--- src/rtl/popcount_unary_gen_if.sv ---
// Request/response handshake bundle for the unary vector generator.
// Requests carry count/rotation; responses carry the built vector.
interface popcount_unary_gen_if #(
  parameter int N  = 22,
  parameter int CW = 5
);
  logic          in_valid;
  logic          in_ready;
  logic [CW-1:0] in_count;
  logic [CW-1:0] in_rot;
  logic          out_valid;
  logic          out_ready;
  logic [N-1:0]  out_vec;
  logic          out_sat;

  modport master (
    output in_valid, in_count, in_rot, out_ready,
    input  in_ready, out_valid, out_vec, out_sat
  );

  modport slave (
    input  in_valid, in_count, in_rot, out_ready,
    output in_ready, out_valid, out_vec, out_sat
  );
endinterface

--- src/rtl/popcount_unary_gen.sv ---
// Serial generator of an N-bit vector with min(k,N) ones rotated by r mod N.
// One bit filled per cycle, then one rotate step per cycle.
module popcount_unary_gen #(
  parameter int N  = 22,
  parameter int CW = 5
) (
  input logic                clk,
  input logic                rst,
  popcount_unary_gen_if.slave bus
);
  localparam logic [CW-1:0] NC = CW'(N);

  typedef enum logic [1:0] {
    IDLE,
    FILL,
    ROT,
    OUT
  } state_t;

  state_t        state, state_n;
  logic [N-1:0]  vec, vec_n, vec_o;
  logic [CW-1:0] cnt, cnt_n;
  logic [CW-1:0] rot, rot_n;
  logic          sat, sat_n, sat_o;

  always_comb begin
    state_n = state;
    vec_n   = vec;
    cnt_n   = cnt;
    rot_n   = rot;
    sat_n   = sat;
    unique case (state)
      IDLE: begin
        if (bus.in_valid) begin
          sat_n = bus.in_count > NC;
          cnt_n = sat_n ? NC : bus.in_count;
          rot_n = (bus.in_rot >= NC) ? bus.in_rot - NC : bus.in_rot;
          vec_n = '0;
          if (cnt_n != '0)      state_n = FILL;
          else if (rot_n != '0) state_n = ROT;
          else                  state_n = OUT;
        end
      end
      FILL: begin
        vec_n = {vec[N-2:0], 1'b1};
        cnt_n = cnt - 1'b1;
        if (cnt == CW'(1))
          state_n = (rot != '0) ? ROT : OUT;
      end
      ROT: begin
        vec_n = {vec[N-2:0], vec[N-1]};
        rot_n = rot - 1'b1;
        if (rot == CW'(1))
          state_n = OUT;
      end
      OUT: begin
        if (bus.out_ready)
          state_n = IDLE;
      end
      default: state_n = IDLE;
    endcase
  end

  // Presented vector lives in its own register so it stays put while
  // the next request is being built.
  always_ff @(posedge clk) begin
    if (rst) begin
      state <= IDLE;
      vec   <= '0;
      cnt   <= '0;
      rot   <= '0;
      sat   <= 1'b0;
      vec_o <= '0;
      sat_o <= 1'b0;
    end else begin
      state <= state_n;
      vec   <= vec_n;
      cnt   <= cnt_n;
      rot   <= rot_n;
      sat   <= sat_n;
      if (state_n == OUT && state != OUT) begin
        vec_o <= vec_n;
        sat_o <= sat_n;
      end
    end
  end

  assign bus.in_ready  = !rst && (state == IDLE);
  assign bus.out_valid = !rst && (state == OUT);
  assign bus.out_vec   = rst ? '0 : vec_o;
  assign bus.out_sat   = !rst && sat_o;
endmodule

--- src/flat_wrapper.sv ---
// flat-port wrapper written by rule: the top's interface ports become plain ports
module popcount_unary_gen_flat 
#(
  parameter int N  = 22,
  parameter int CW = 5
)
  (clk, rst, bus_in_valid, bus_in_count, bus_in_rot, bus_out_ready, bus_in_ready, bus_out_valid, bus_out_vec, bus_out_sat);
  popcount_unary_gen_if #(.N(N), .CW(CW)) bus_i ();
  input logic clk;
  input logic rst;
  input wire logic [$bits(bus_i.in_valid)-1:0] bus_in_valid;
  input wire logic [$bits(bus_i.in_count)-1:0] bus_in_count;
  input wire logic [$bits(bus_i.in_rot)-1:0] bus_in_rot;
  input wire logic [$bits(bus_i.out_ready)-1:0] bus_out_ready;
  output wire logic [$bits(bus_i.in_ready)-1:0] bus_in_ready;
  output wire logic [$bits(bus_i.out_valid)-1:0] bus_out_valid;
  output wire logic [$bits(bus_i.out_vec)-1:0] bus_out_vec;
  output wire logic [$bits(bus_i.out_sat)-1:0] bus_out_sat;
  assign bus_i.in_valid = bus_in_valid;
  assign bus_i.in_count = bus_in_count;
  assign bus_i.in_rot = bus_in_rot;
  assign bus_i.out_ready = bus_out_ready;
  assign bus_in_ready = bus_i.in_ready;
  assign bus_out_valid = bus_i.out_valid;
  assign bus_out_vec = bus_i.out_vec;
  assign bus_out_sat = bus_i.out_sat;
  popcount_unary_gen #(.N(N), .CW(CW)) u_core (.clk(clk), .rst(rst), .bus(bus_i));
endmodule
--- config.mk ---
export PLATFORM = sky130hd
export DESIGN_NAME = popcount_unary_gen_flat
export DESIGN_NICKNAME = d
export VERILOG_FILES = /design/src/rtl/popcount_unary_gen_if.sv /design/src/rtl/popcount_unary_gen.sv /design/src/flat_wrapper.sv
export SDC_FILE = /design/constraint.sdc
export NUM_CORES = 1
export LEC_CHECK = 0
export BUFFER_PORTS_ARGS = -buffer_cell sky130_fd_sc_hd__buf_2
export CAP_MARGIN = 20
export CORE_ASPECT_RATIO = 1.2
export CORE_UTILIZATION = 50
export CTS_BUF_LIST = sky130_fd_sc_hd__clkbuf_4 sky130_fd_sc_hd__clkbuf_8
export DETAILED_ROUTE_END_ITERATION = 10
export GPL_ROUTABILITY_DRIVEN = 0
export GPL_TIMING_DRIVEN = 0
export PLACE_DENSITY = 0.71
export SLEW_MARGIN = 20
export SYNTH_ARGS = -nofsm -noshare
export SYNTH_HDL_FRONTEND = slang
export SYNTH_SLANG_ARGS = --single-unit
--- constraint.sdc ---
create_clock -name clk -period 4.9 [get_ports clk]
set_clock_uncertainty 0.2 [all_clocks]
set_input_delay 0.98 -clock clk [delete_from_list [all_inputs] [get_ports clk]]
set_output_delay 0.98 -clock clk [all_outputs]
set_load 0.01 [all_outputs]
==> summary.md, run 1 <==
| Metric | Value |
|---|---|
| Vias in the first global route | `1,978` |
| Global routing usage on met3 | `4.396%` |
| Hold path depth | `2` |
| Most Crowded Layer GR | `met2` |
| Max-Cap Viols | `0` |
| Area fraction in compound gates after synthesis | `16.31%` |
| DRT Pass-1 Iters | `4` |
| Total internal power | `0.001062 W` |
| Slew Viols, Final | `0` |
| Hold Vio Cnt, Final | `0` |
| Crit path time final | `3.248 ns` |
| Row count | `28` |
| GR Util met1 | `27.12%` |
| Slew margin rel. | `59.98%` |
| Count of final setup violators | `0` |
| Core Footprint | `5045 sq um` |
| Via Count | `2,125` |
| Share of cells above drive strength 1 | `27.58%` |
| Critical Path Fanout Max | `10` |
| Fill cells | `423` |
| YS warnings | `0` |
| Register area | `1161 sq um` |
| Root buf cell | `clkbuf_8` |
| Maximum clock path buffer count | `2` |
| Net Switching | `0.0005298 W` |
| Hold worst-path end | `u_core.cnt[4]` |
| # DRC | `0` |
| Worst path bufs/invs | `4` |
| Outcome | `finished, final reports clean` |
| Post-synthesis xor/xnor area fraction | `0.3262%` |
| Cts bufs inserted | `9` |
| RSZ-0062 raised after global routing | `no` |
| Mux share of post-synthesis cell area | `13.65%` |
| WL/cell | `14.13 um` |
| R2R Path Start | `u_core.rot[0]` |
| Die Height | `82.28 um` |
| Tot Pwr | `0.001592 W` |
| R2R Setup Slk | `2.20 ns` |
| Most used cell, CP | `buf_2` |
| Crit-path max cell delay | `0.46 ns` |
| Initial antenna violation count | `0` |
| Hold WC Path Type | `flip-flop to flip-flop` |
| Fmax | `307.9 MHz` |
| Commonest cells after routing, fill and taps aside | `dfxtp_1, buf_2, nor2_1, nor2b_1, a22oi_1` |
| DR iter-0 viols | `109` |
| Seq/Total Area, Yosys | `43.24%` |
| Power share of the sequential group | `34.8%` |
| Ant diodes | `0` |
| Initial Utilization | `53.22%` |
| Critical path's top delay family | `buffers and inverters` |
| Required time worst endpoint | `3.72 ns` |
| Largest family of logic cells by synthesized area | `simple AND/OR/NAND/NOR gates` |
| Die width | `68.90 um` |
| Routing usage on met2 | `34.17%` |
| Part of the power in the clock network | `33.1%` |
| Hold_buf cts | `0` |
| Worst Tran Pin Value | `0.5981 ns` |
| Final Cycle Share | `66.28%` |
| Mapped Cells | `276` |
| Adder-Cell Fraction of Synth Area | `2.796%` |
| WL final | `5.512 mm` |
| Post-synth design cell area | `2685 sq um` |
| I/O pin cnt | `39` |
| Top cells by area, synth | `dfxtp_1, mux2_4, nor2b_1, a22oi_1, nor2_1` |
| All-layer global routing usage | `21.72%` |
| Commonest non-fill, non-tap cell in the layout | `dfxtp_1` |
| Syn nets | `296` |
| VDD IR-drop max | `207.8 uV` |
| Cts repair resizes | `0` |
| Vias/cell | `5.449` |
| PortBufs | `38` |
| Post-synth top area share | `43.24%` |
| First-pass GRT wire length | `8.921 mm` |
| Post-synth top area cell | `dfxtp_1` |
| Largest net degree at the start of global routing | `11` |
| Hpwl dp | `3.842 mm` |
| Reg2Reg Depth | `8` |
| Netlist cell types | `44` |
| Synthesized flop and latch total | `58` |
| Reg clk slew, reported paths | `0.06 ns` |
| Avg Inst Size Synth | `9.729 sq um` |
| Leak | `1.333 nW` |
| Power per cell area | `499.6 nW/um^2` |
| Multi-input gate area | `1411 sq um` |
| Crit path launch type | `input pin` |
| Gate power share | `32.2%` |
| CTS tree | `done` |
| Arr. time, crit path | `2.07 ns` |
| Die area | `5668 sq um` |
| Net Sw Frac | `33.28%` |
| Post-CTS setup repair buffer count | `0` |
| Overflow after GRT | `0` |
| HP Start | `u_core.cnt[4]` |
| Post-route setup TNS | `0 ns` |
| Skew-Pair Late Insertion Delay | `0.34 ns` |
| Worst Setup End Kind | `output port` |
| Clock sinks | `58` |
| Layout area overhead | `18.69%` |
| Slowest stage cell, crit path | `buf_1` |
| Critical setup path kind | `input pin to output port` |
| CP Cell Sequence | `buf_2 -> buf_2 -> buf_1 -> nor2_1 -> buf_2` |
| Final nets | `345` |
| R2R Path End | `u_core.vec_o[9]` |
| Post-Synth Simple-Gate Area | `19.48%` |
| Post-route ant nets | `0` |
| H-tree levels | `3` |
[stage by stage]
| step | instances | util, % | hold slack [ns] | setup WS [ns] | instance area, sq um |
|---|---|---|---|---|---|
| 6_report | 390 | 63.17 | 0.2628 | 1.652 | 3187 |
| 5_1_grt | 390 | 63.17 | 0.2865 | 1.575 | 3187 |
| 4_1_cts | 390 | 63.17 | 0.2661 | 1.644 | 3187 |
| 3_5_place_dp | 374 | 58.48 | 0.2574 | 1.360 | 2950 |
| 3_3_place_gp | 374 | 58.48 | 0.2559 | 1.390 | 2950 |
| 2_1_floorplan | 276 | - | 0.2397 | 1.753 | 2685 |
[power by group through the flow]
| stage | clock network, W | logic, W | registers, W |
|---|---|---|---|
| after global placement | 0 | 0.000502 | 0.000561 |
| after floorplan | 0 | 0.000409 | 0.000552 |
| after detailed placement | 0 | 0.000508 | 0.000562 |
| after global routing | 0.000555 | 0.000563 | 0.000559 |
| final | 0.000527 | 0.000512 | 0.000553 |
| after CTS | 0.000532 | 0.000513 | 0.000552 |
[cell families (layout without fill, tap and decap cells)]
group           after synthesis  in the layout
compound gates               59             59
flops                        58             58
xor+xnor                      1              1
fa+ha+maj                     6              6
buf+inv                      23             77
simple gates                103            103
mux                          26             26
[flip-flops by register name, indices dropped and copies added (netlist names)]
name / count
u_core.vec: 22
u_core.vec_o: 22
u_core.cnt: 5
u_core.rot: 5
u_core.state: 2
u_core.sat: 1
u_core.sat_o: 1
[cell usage after synthesis]
master and instances:
nand3_1 8, nor2b_1 27, a221oi_1 3, buf_1 1
or2_2 2, a221oi_4 1, o21bai_1 1, buf_6 3
clkbuf_1 9, a222oi_1 1, o211ai_1 1, a31oi_1 2
nor2_1 39, inv_1 7, a311oi_1 1, a21oi_1 9
nor4_1 1, mux2_2 5, buf_2 2, a32oi_1 1
o211a_1 1, nor3_1 4, nand2b_1 4, a211oi_1 4
and3b_1 1, dfxtp_1 58, nand3b_1 3, mux2_4 20
xnor2_1 1, a2111oi_0 1, o221a_2 1, a22oi_1 21
mux2i_1 1, or3_1 1, ha_1 6, a21oi_2 1
or3b_1 1, o2111ai_1 1, o21ai_0 7, nor4_2 1
nor3b_1 1, o21a_1 2, clkbuf_2 1, nand2_1 10
[how the worst max path moves through the flow]
stage,from,to,slack (ns),cells after the start
2_1_floorplan,bus_in_rot[1],u_core.sat_o,1.75,7
3_3_place_gp,bus_in_rot[1],u_core.vec_o[13],1.39,8
3_5_place_dp,bus_in_rot[1],u_core.vec_o[5],1.36,8
4_1_cts,rst,bus_out_valid,1.64,5
5_1_grt,rst,bus_out_valid,1.58,5
6_report,rst,bus_out_valid,1.65,5
[worst min-delay path, cell delays in order, from the launching register on]
cell and delay (ns):
dfxtp_1 0.31, nand3_1 0.06, a21oi_1 0.05
[per-layer routing]
layer  share of wire, %  vias up
met5                  0        -
met4                2.1        0
met3                3.7       12
met2                 47       42
met1                 47      991
li1                   -     1080
[final cells by class]
type | count | share of cell area (%)
Timing Repair Buffer | 38 | 5.968
Buffer | 16 | 2.709
Inverter | 7 | 0.8245
Clock inverter | 6 | 3.298
Sequential cell | 58 | 36.43
Tap cell | 60 | 2.356
Clock buffer | 10 | 4.122
Multi-Input combinational cell | 195 | 44.29
Power figures use the tool's default switching activity.
==> run 2: changes to the inputs <==
ABC_AREA = 1   (was not set)
PLACE_DENSITY = 0.73   (was 0.71)
clock period = 2.7 ns   (was 4.9 ns; I/O delays follow)
==> run 2 against run 1 <==
Compared with the run above:
- core utilization fell by 2.4 points
- power rose by 49%
- largest cell class unchanged
- non-clock buffer count rose by 5
==> summary.md, run 2 <==
| Metric | Value |
|---|---|
| Critical path's top delay family | `buffers and inverters (unchanged)` |
| I/O pin cnt | `39 (unchanged)` |
| Critical setup path kind | `input pin to output port (unchanged)` |
| Register area | `1161 sq um (unchanged)` |
| Worst Setup End Kind | `output port (unchanged)` |
| Post-Layout Inst Area | `3488 sq um (was 3187 sq um)` |
| Hpwl dp | `4.667 mm (was 3.842 mm)` |
| Core Footprint | `5743 sq um (was 5045 sq um)` |
| Placed insts | `563 (was 374)` |
| Share of cells above drive strength 1 | `14.63% (was 27.58%)` |
| Power per cell area | `678.1 nW/um^2 (was 499.6 nW/um^2)` |
| Initial antenna violation count | `0 (unchanged)` |
| Post-CTS setup repair buffer count | `0 (unchanged)` |
| Syn nets | `465 (was 296)` |
| Hold WC Path Type | `flip-flop to flip-flop (unchanged)` |
| Row count | `30 (was 28)` |
| H-tree levels | `3 (unchanged)` |
| Final Cycle Share | `91.62%` |
| Commonest cells after routing, fill and taps aside | `inv_1, nand2_1, nor2_1, dfxtp_1, buf_2 (was dfxtp_1, buf_2, nor2_1, nor2b_1, a22oi_1)` |
| HP Start | `u_core.cnt[1] (was u_core.cnt[4])` |
| Count of final setup violators | `0 (unchanged)` |
| Seq/Total Area, Yosys | `38.60% (was 43.24%)` |
| Regs by FF count | `u_core.vec: 22 flops, u_core.vec_o: 22 flops (unchanged)` |
| R2R Setup Slk | `0.63 ns (was 2.20 ns)` |
| Fill cells | `547 (was 423)` |
| DRT Pass-1 Iters | `4 (unchanged)` |
| Root buf cell | `clkbuf_8 (unchanged)` |
| Largest net degree at the start of global routing | `11 (unchanged)` |
| Ant diodes | `0 (unchanged)` |
| Vias/cell | `4.874 (was 5.449)` |
| Post-synth design cell area | `3008 sq um (was 2685 sq um)` |
| Synthesized flop and latch total | `58 (unchanged)` |
| Synth cell count leaders | `inv_1, nand2_1, nor2_1 (was dfxtp_1, nor2_1, nor2b_1)` |
| Commonest non-fill, non-tap cell in the layout | `inv_1 (was dfxtp_1)` |
| Reg2Reg Depth | `12 (was 8)` |
| WL/cell | `10.88 um (was 14.13 um)` |
| YS warnings | `0 (unchanged)` |
| Overflow after GRT | `0 (unchanged)` |
| Hold Vio Cnt, Final | `0 (unchanged)` |
| Post-synth top area share | `38.60% (was 43.24%)` |
| R2R Path End | `u_core.vec_o[8] (was u_core.vec_o[9])` |
| Skew-Pair Late Insertion Delay | `0.34 ns (about the same)` |
| Cts bufs inserted | `9 (unchanged)` |
| Initial Utilization | `52.37% (was 53.22%)` |
| Leak | `1.674 nW (was 1.333 nW)` |
| Reg clk slew, reported paths | `0.07 ns (was 0.06 ns)` |
| RSZ-0062 raised after global routing | `no (unchanged)` |
| First-pass GRT wire length | `10.51 mm (was 8.921 mm)` |
| Post-synth top area cell | `dfxtp_1 (unchanged)` |
| Die width | `72.81 um (was 68.90 um)` |
| Vias in the first global route | `2,502 (was 1,978)` |
| # DRC | `0 (unchanged)` |
| Crit-path max cell delay | `0.41 ns (was 0.46 ns)` |
| Max-Cap Viols | `0 (unchanged)` |
| Layout area overhead | `15.97% (was 18.69%)` |
| Avg Inst Size Synth | `6.759 sq um (was 9.729 sq um)` |
| R2R Path Start | `u_core.cnt[1] (was u_core.rot[0])` |
| VDD IR-drop max | `339.4 uV (was 207.8 uV)` |
| All-layer global routing usage | `21.46% (was 21.72%)` |
| Hold worst-path end | `u_core.cnt[1] (was u_core.cnt[4])` |
| Post-route ant nets | `0 (unchanged)` |
| Die Height | `86.97 um (was 82.28 um)` |
| Netlist cell types | `31 (was 44)` |
| Arr. time, crit path | `1.73 ns (was 2.07 ns)` |
| Top cells by area, synth | `dfxtp_1, inv_1, nand2_1, nor2_1, nand3b_1 (was dfxtp_1, mux2_4, nor2b_1, a22oi_1, nor2_1)` |
| Via Count | `2,822 (was 2,125)` |
| Hold path depth | `2 (unchanged)` |
| WL final | `6.301 mm (was 5.512 mm)` |
| Slew Viols, Final | `0 (unchanged)` |
| Worst path bufs/invs | `4 (unchanged)` |
| Clock sinks | `58 (unchanged)` |
| Worst Tran Pin Value | `0.4990 ns (was 0.5981 ns)` |
| CTS tree | `done (unchanged)` |
| Outcome | `finished, final reports clean (unchanged)` |
| Crit path launch type | `input pin (unchanged)` |
| Fmax | `404.3 MHz` |
| Finished Layout Cells | `579 (was 390)` |
| Required time worst endpoint | `1.96 ns (was 3.72 ns)` |
| Post-route setup TNS | `0 ns (unchanged)` |
| Maximum clock path buffer count | `2 (unchanged)` |
| PortBufs | `38 (unchanged)` |
| Final core occ | `60.74% (was 63.17%)` |
| Slowest stage cell, crit path | `clkbuf_1 (was buf_1)` |
| Hold_buf cts | `0 (unchanged)` |
| Final nets | `514 (was 345)` |
| CP Cell Sequence | `buf_2 -> clkbuf_1 -> clkbuf_1 -> nor2_1 -> buf_2 (was buf_2 -> buf_2 -> buf_1 -> nor2_1 -> buf_2)` |
| Crit path time final | `2.474 ns` |
| Mapped Cells | `445 (was 276)` |
| Post-DP Area | `3298 sq um (was 2950 sq um)` |
| Ys flop type | `dfxtp_1 (unchanged)` |
| Number of flops mapped to enable cells by yosys | `0 (unchanged)` |
| Critical Path Fanout Max | `10 (unchanged)` |
| Multi-input gate area | `1358 sq um (was 1411 sq um)` |
| DR iter-0 viols | `105 (was 109)` |
| Top-count cell post-synth | `inv_1 (was dfxtp_1)` |
| Async SR Flop Fraction | `0% (unchanged)` |
| Cts repair resizes | `0 (unchanged)` |
| Slew margin rel. | `66.73% (was 59.98%)` |
| Die area | `6331 sq um (was 5668 sq um)` |
run 2: changes by cell type in the layout (fill, tap and decap cells not counted), sizes merged, moves of 4 or more:
cell / before / now
a211oi: 4 / 0
a21oi: 10 / 31
a22oi: 21 / 0
buf: 44 / 52
inv: 7 / 95
mux2: 25 / 0
nand2: 10 / 80
nand2b: 4 / 0
nand3b: 3 / 22
nor2: 39 / 70
nor2b: 27 / 0
o22ai: 0 / 22
run 2: routing by layer:
| layer | share of wire (%) | vias to the layer above | track usage, % | wire [um] |
|---|---|---|---|---|
| met5 | 0 | - | 0 | 0 |
| met4 | 2.0 | 0 | 11.59 | 123 |
| met3 | 4.2 | 11 | 3.472 | 267 |
| met2 | 48 | 57 | 37.38 | 3041 |
| met1 | 46 | 1269 | 24.95 | 2869 |
| li1 | - | 1485 | - | - |
run 2: logic make-up after synthesis:
| family | Yosys count | synth area share, % |
|---|---|---|
| AOI/OAI and AO/OA | 74 | 14.39 |
| xor gates and xnor gates | 1 | 0.2912 |
| adders and majority gates | 6 | 2.496 |
| buffers and inverters | 116 | 16.26 |
| DFF | 58 | 38.60 |
| and+or+nand+nor | 190 | 27.95 |
run 2: worst max path at each step:
| stage | depth (start not counted) | to | from | slack, ns |
|---|---|---|---|---|
| final | 5 | bus_out_vec[3] | rst | 0.23 |
| after global routing | 5 | bus_out_vec[3] | rst | 0.09 |
| after CTS | 5 | bus_out_vec[3] | rst | 0.20 |
| after detailed placement | 5 | bus_out_vec[3] | rst | 0.21 |
| after global placement | 5 | bus_out_vec[3] | rst | 0.21 |
| after floorplan | 14 | u_core.vec_o[10] | bus_in_rot[1] | 0.66 |
run 2: worst reg2reg max path, stage by stage, from the launching register on:
cell and delay (ns):
dfxtp_1 0.31, inv_1 0.09, ha_1 0.15, nand2_1 0.05, nor2_1 0.18, nand2_1 0.07
o211ai_1 0.09, a21oi_1 0.09, nor2_2 0.34, buf_6 0.20, nand3b_1 0.08, nand2_1 0.07
nor2_1 0.05
run 2: power breakdown:
part / total, W / switching [W] / internal, W / leakage (nW)
Sequential: 0.000968 / 0.0000393 / 0.000929 / 0.471
Combinational: 0.000637 / 0.000403 / 0.000234 / 1.10
Clock: 0.000761 / 0.000335 / 0.000426 / 0.103
run 2: layout make-up:
| cell class | count | share of cell area (%) |
|---|---|---|
| tap | 80 | 2.869 |
| inverter | 95 | 10.22 |
| sequential | 58 | 33.29 |
| buffer | 21 | 3.802 |
| timing repair buffer | 38 | 5.452 |
| multi-input combinational | 271 | 38.92 |
| clock inverter | 2 | 0.2869 |
| clock buffer | 14 | 5.165 |
run 2: metrics by stage:
| step | hold slack, ns | power (W) | worst slack, ns |
|---|---|---|---|
| floorplan | 0.2439 | 0.001471 | 0.6642 |
| detailed placement | 0.2645 | 0.001621 | 0.2064 |
| CTS | 0.2744 | 0.002383 | 0.1991 |
| global route | 0.2948 | 0.002517 | 0.08585 |
| global placement | 0.2567 | 0.001611 | 0.2104 |
| finish | 0.2687 | 0.002365 | 0.2263 |
==> run 3: changes to the inputs <==
BUFFER_PORTS_ARGS = -buffer_cell sky130_fd_sc_hd__buf_4   (was -buffer_cell sky130_fd_sc_hd__buf_2)
PLACE_DENSITY = 0.71   (was 0.73)
clock period = 2.65 ns   (was 2.7 ns; I/O delays follow)
==> run 3 against run 2 <==
Compared with the run above:
- via count is 0.53% higher
- core utilization is 1.2 points higher
- cell count is 0.69% lower
- hold slack worse by 0.00050 ns
- flip-flop and latch count stayed put
- first-iteration DRC count is 2.9% higher
- sequential share of layout area is 0.66 points lower
- wire length is 2.4% higher
- power hardly changed
- die area stayed put
- clock-buffer cell count is 2 lower
- critical path type unchanged
- critical endpoint is now bus_out_vec[1]
- largest cell class unchanged
- highest routed layer unchanged
==> summary.md, run 3 (synthesized netlist as in run 2, its figures left out) <==
| Metric | Value |
|---|---|
| Outcome | `finished, final reports clean (unchanged)` |
| Commonest non-fill, non-tap cell in the layout | `inv_1 (unchanged)` |
| CP Cell Sequence | `buf_4 -> clkbuf_1 -> clkbuf_1 -> nor2_1 -> buf_4 (was buf_2 -> clkbuf_1 -> clkbuf_1 -> nor2_1 -> buf_2)` |
| Final Cycle Share | `93.02%` |
| Die width | `72.81 um (unchanged)` |
| Hpwl dp | `4.821 mm (was 4.667 mm)` |
| Crit path launch type | `input pin (unchanged)` |
| Post-route ant nets | `0 (unchanged)` |
| Via Count | `2,837 (was 2,822)` |
| Post-DP Area | `3393 sq um (was 3298 sq um)` |
| Root buf cell | `clkbuf_8 (unchanged)` |
| H-tree levels | `3 (unchanged)` |
| WL final | `6.451 mm (was 6.301 mm)` |
| Clock sinks | `58 (unchanged)` |
| Share of cells above drive strength 1 | `13.94% (was 14.63%)` |
| Post-Layout Inst Area | `3558 sq um (was 3488 sq um)` |
| Post-route setup TNS | `0 ns (unchanged)` |
| Leak | `1.666 nW (was 1.674 nW)` |
| Core Footprint | `5743 sq um (unchanged)` |
| Slew margin rel. | `65.31% (was 66.73%)` |
| All-layer global routing usage | `22.10% (was 21.46%)` |
| DR iter-0 viols | `108 (was 105)` |
| Critical setup path kind | `input pin to output port (unchanged)` |
| Metal2 WL | `3.079 mm (was 3.041 mm)` |
| Arr. time, crit path | `1.74 ns (was 1.73 ns)` |
| Critical Path Fanout Max | `10 (unchanged)` |
| Count of final setup violators | `0 (unchanged)` |
| Post-Route Hold Slack | `0.2682 ns (was 0.2687 ns)` |
| Post-Route M1 WL | `2.970 mm (was 2.869 mm)` |
| Commonest cells after routing, fill and taps aside | `inv_1, nand2_1, nor2_1, dfxtp_1, buf_4 (was inv_1, nand2_1, nor2_1, dfxtp_1, buf_2)` |
| Vias/cell | `4.934 (was 4.874)` |
| Slew Viols, Final | `0 (unchanged)` |
| Cts bufs inserted | `9 (unchanged)` |
| Die area | `6331 sq um (unchanged)` |
| Regs by FF count | `u_core.vec: 22 flops, u_core.vec_o: 22 flops (unchanged)` |
| Max-Cap Viols | `0 (unchanged)` |
| Cts repair resizes | `0 (unchanged)` |
| Ant diodes | `0 (unchanged)` |
| Skew-Pair Late Insertion Delay | `0.33 ns (was 0.34 ns)` |
| PortBufs | `38 (unchanged)` |
| I/O pin cnt | `39 (unchanged)` |
| Hold WC Path Type | `flip-flop to flip-flop (unchanged)` |
| Largest net degree at the start of global routing | `11 (unchanged)` |
| Initial Utilization | `52.37% (unchanged)` |
| Hold Vio Cnt, Final | `0 (unchanged)` |
| Initial antenna violation count | `0 (unchanged)` |
| Maximum clock path buffer count | `2 (unchanged)` |
| Hold_buf cts | `0 (unchanged)` |
| Row count | `30 (unchanged)` |
| Slowest stage cell, crit path | `clkbuf_1 (unchanged)` |
| Crit path time final | `2.465 ns` |
| Required time worst endpoint | `1.92 ns (was 1.96 ns)` |
| Power per cell area | `664.4 nW/um^2 (was 678.1 nW/um^2)` |
| Fmax | `405.7 MHz` |
| Worst Setup End Kind | `output port (unchanged)` |
| Met3 Wirelength | `299 um (was 267 um)` |
| Crit-path max cell delay | `0.41 ns (about the same)` |
| VDD IR-drop max | `453.2 uV (was 339.4 uV)` |
| WL/cell | `11.22 um (was 10.88 um)` |
| CTS tree | `done (unchanged)` |
| Vias in the first global route | `2,466 (was 2,502)` |
| Final core occ | `61.96% (was 60.74%)` |
| Post-CTS setup repair buffer count | `0 (unchanged)` |
| RSZ-0062 raised after global routing | `no (unchanged)` |
| Layout area overhead | `18.30% (was 15.97%)` |
| Uppermost routed layer | `met4 (unchanged)` |
| Worst Tran Pin Value | `0.5204 ns (was 0.4990 ns)` |
| Overflow after GRT | `0 (unchanged)` |
| Die Height | `86.97 um (unchanged)` |
| Reg clk slew, reported paths | `0.06 ns (was 0.07 ns)` |
| Final nets | `514 (unchanged)` |
| First-pass GRT wire length | `10.76 mm (was 10.51 mm)` |
| DRT Pass-1 Iters | `4 (unchanged)` |
| # DRC | `0 (unchanged)` |
==> run 3: changes by cell type in the layout (fill, tap and decap cells not counted), sizes merged <==
cell,delta
clkinv,-2
clkbuf,-2
==> run 3: metal layers <==
layer / GRT usage (%) / vias up
met5: 0 / -
met4: 8.556 / 0
met2: 36.70 / 65
li1: - / 1488
met1: 27.06 / 1273
met3: 6.019 / 11
==> run 3: through the flow <==
step | power [W] | instances | setup WS, ns
after floorplan | 0.001498 | 445 | 0.6242
after global placement | 0.001659 | 563 | 0.1798
after detailed placement | 0.001676 | 563 | 0.1663
after CTS | 0.002385 | 575 | 0.1585
after global routing | 0.002516 | 575 | 0.06909
final | 0.002364 | 575 | 0.1849
==> run 3: critical path: cells and delay by family <==
family | cells | cell delay [ns]
buffers and inverters | 4 | 1.07
AND/OR/NAND/NOR | 1 | 0.13
==> run 3: where the power goes <==
group	internal, W	total [W]	switching (W)
sequential	0.000947	0.000987	0.0000404
clock	0.000395	0.000705	0.000311
combinational	0.000256	0.000672	0.000416
==> run 3: final timing paths <==
| kind | endpoint | startpoint | slack (ns) | depth (start not counted) |
|---|---|---|---|---|
| worst max-delay path | bus_out_vec[1] | rst | 0.18 | 5 |
| worst min-delay path | u_core.cnt[1] | u_core.cnt[1] | 0.27 | 2 |
| worst min register to register | u_core.cnt[1] | u_core.cnt[1] | 0.27 | 2 |
| worst max register to register | u_core.vec_o[7] | u_core.cnt[1] | 0.57 | 12 |
==> run 3: cell type report <==
type	count	area [sq um]
fillers	560	2185
multi-input cells	271	1358
flip-flops and latches	58	1161
inverters	95	356.6
repair buffers	38	285.3
clock buffers	12	165.2
plain buffers	21	132.6
well taps	80	100.1
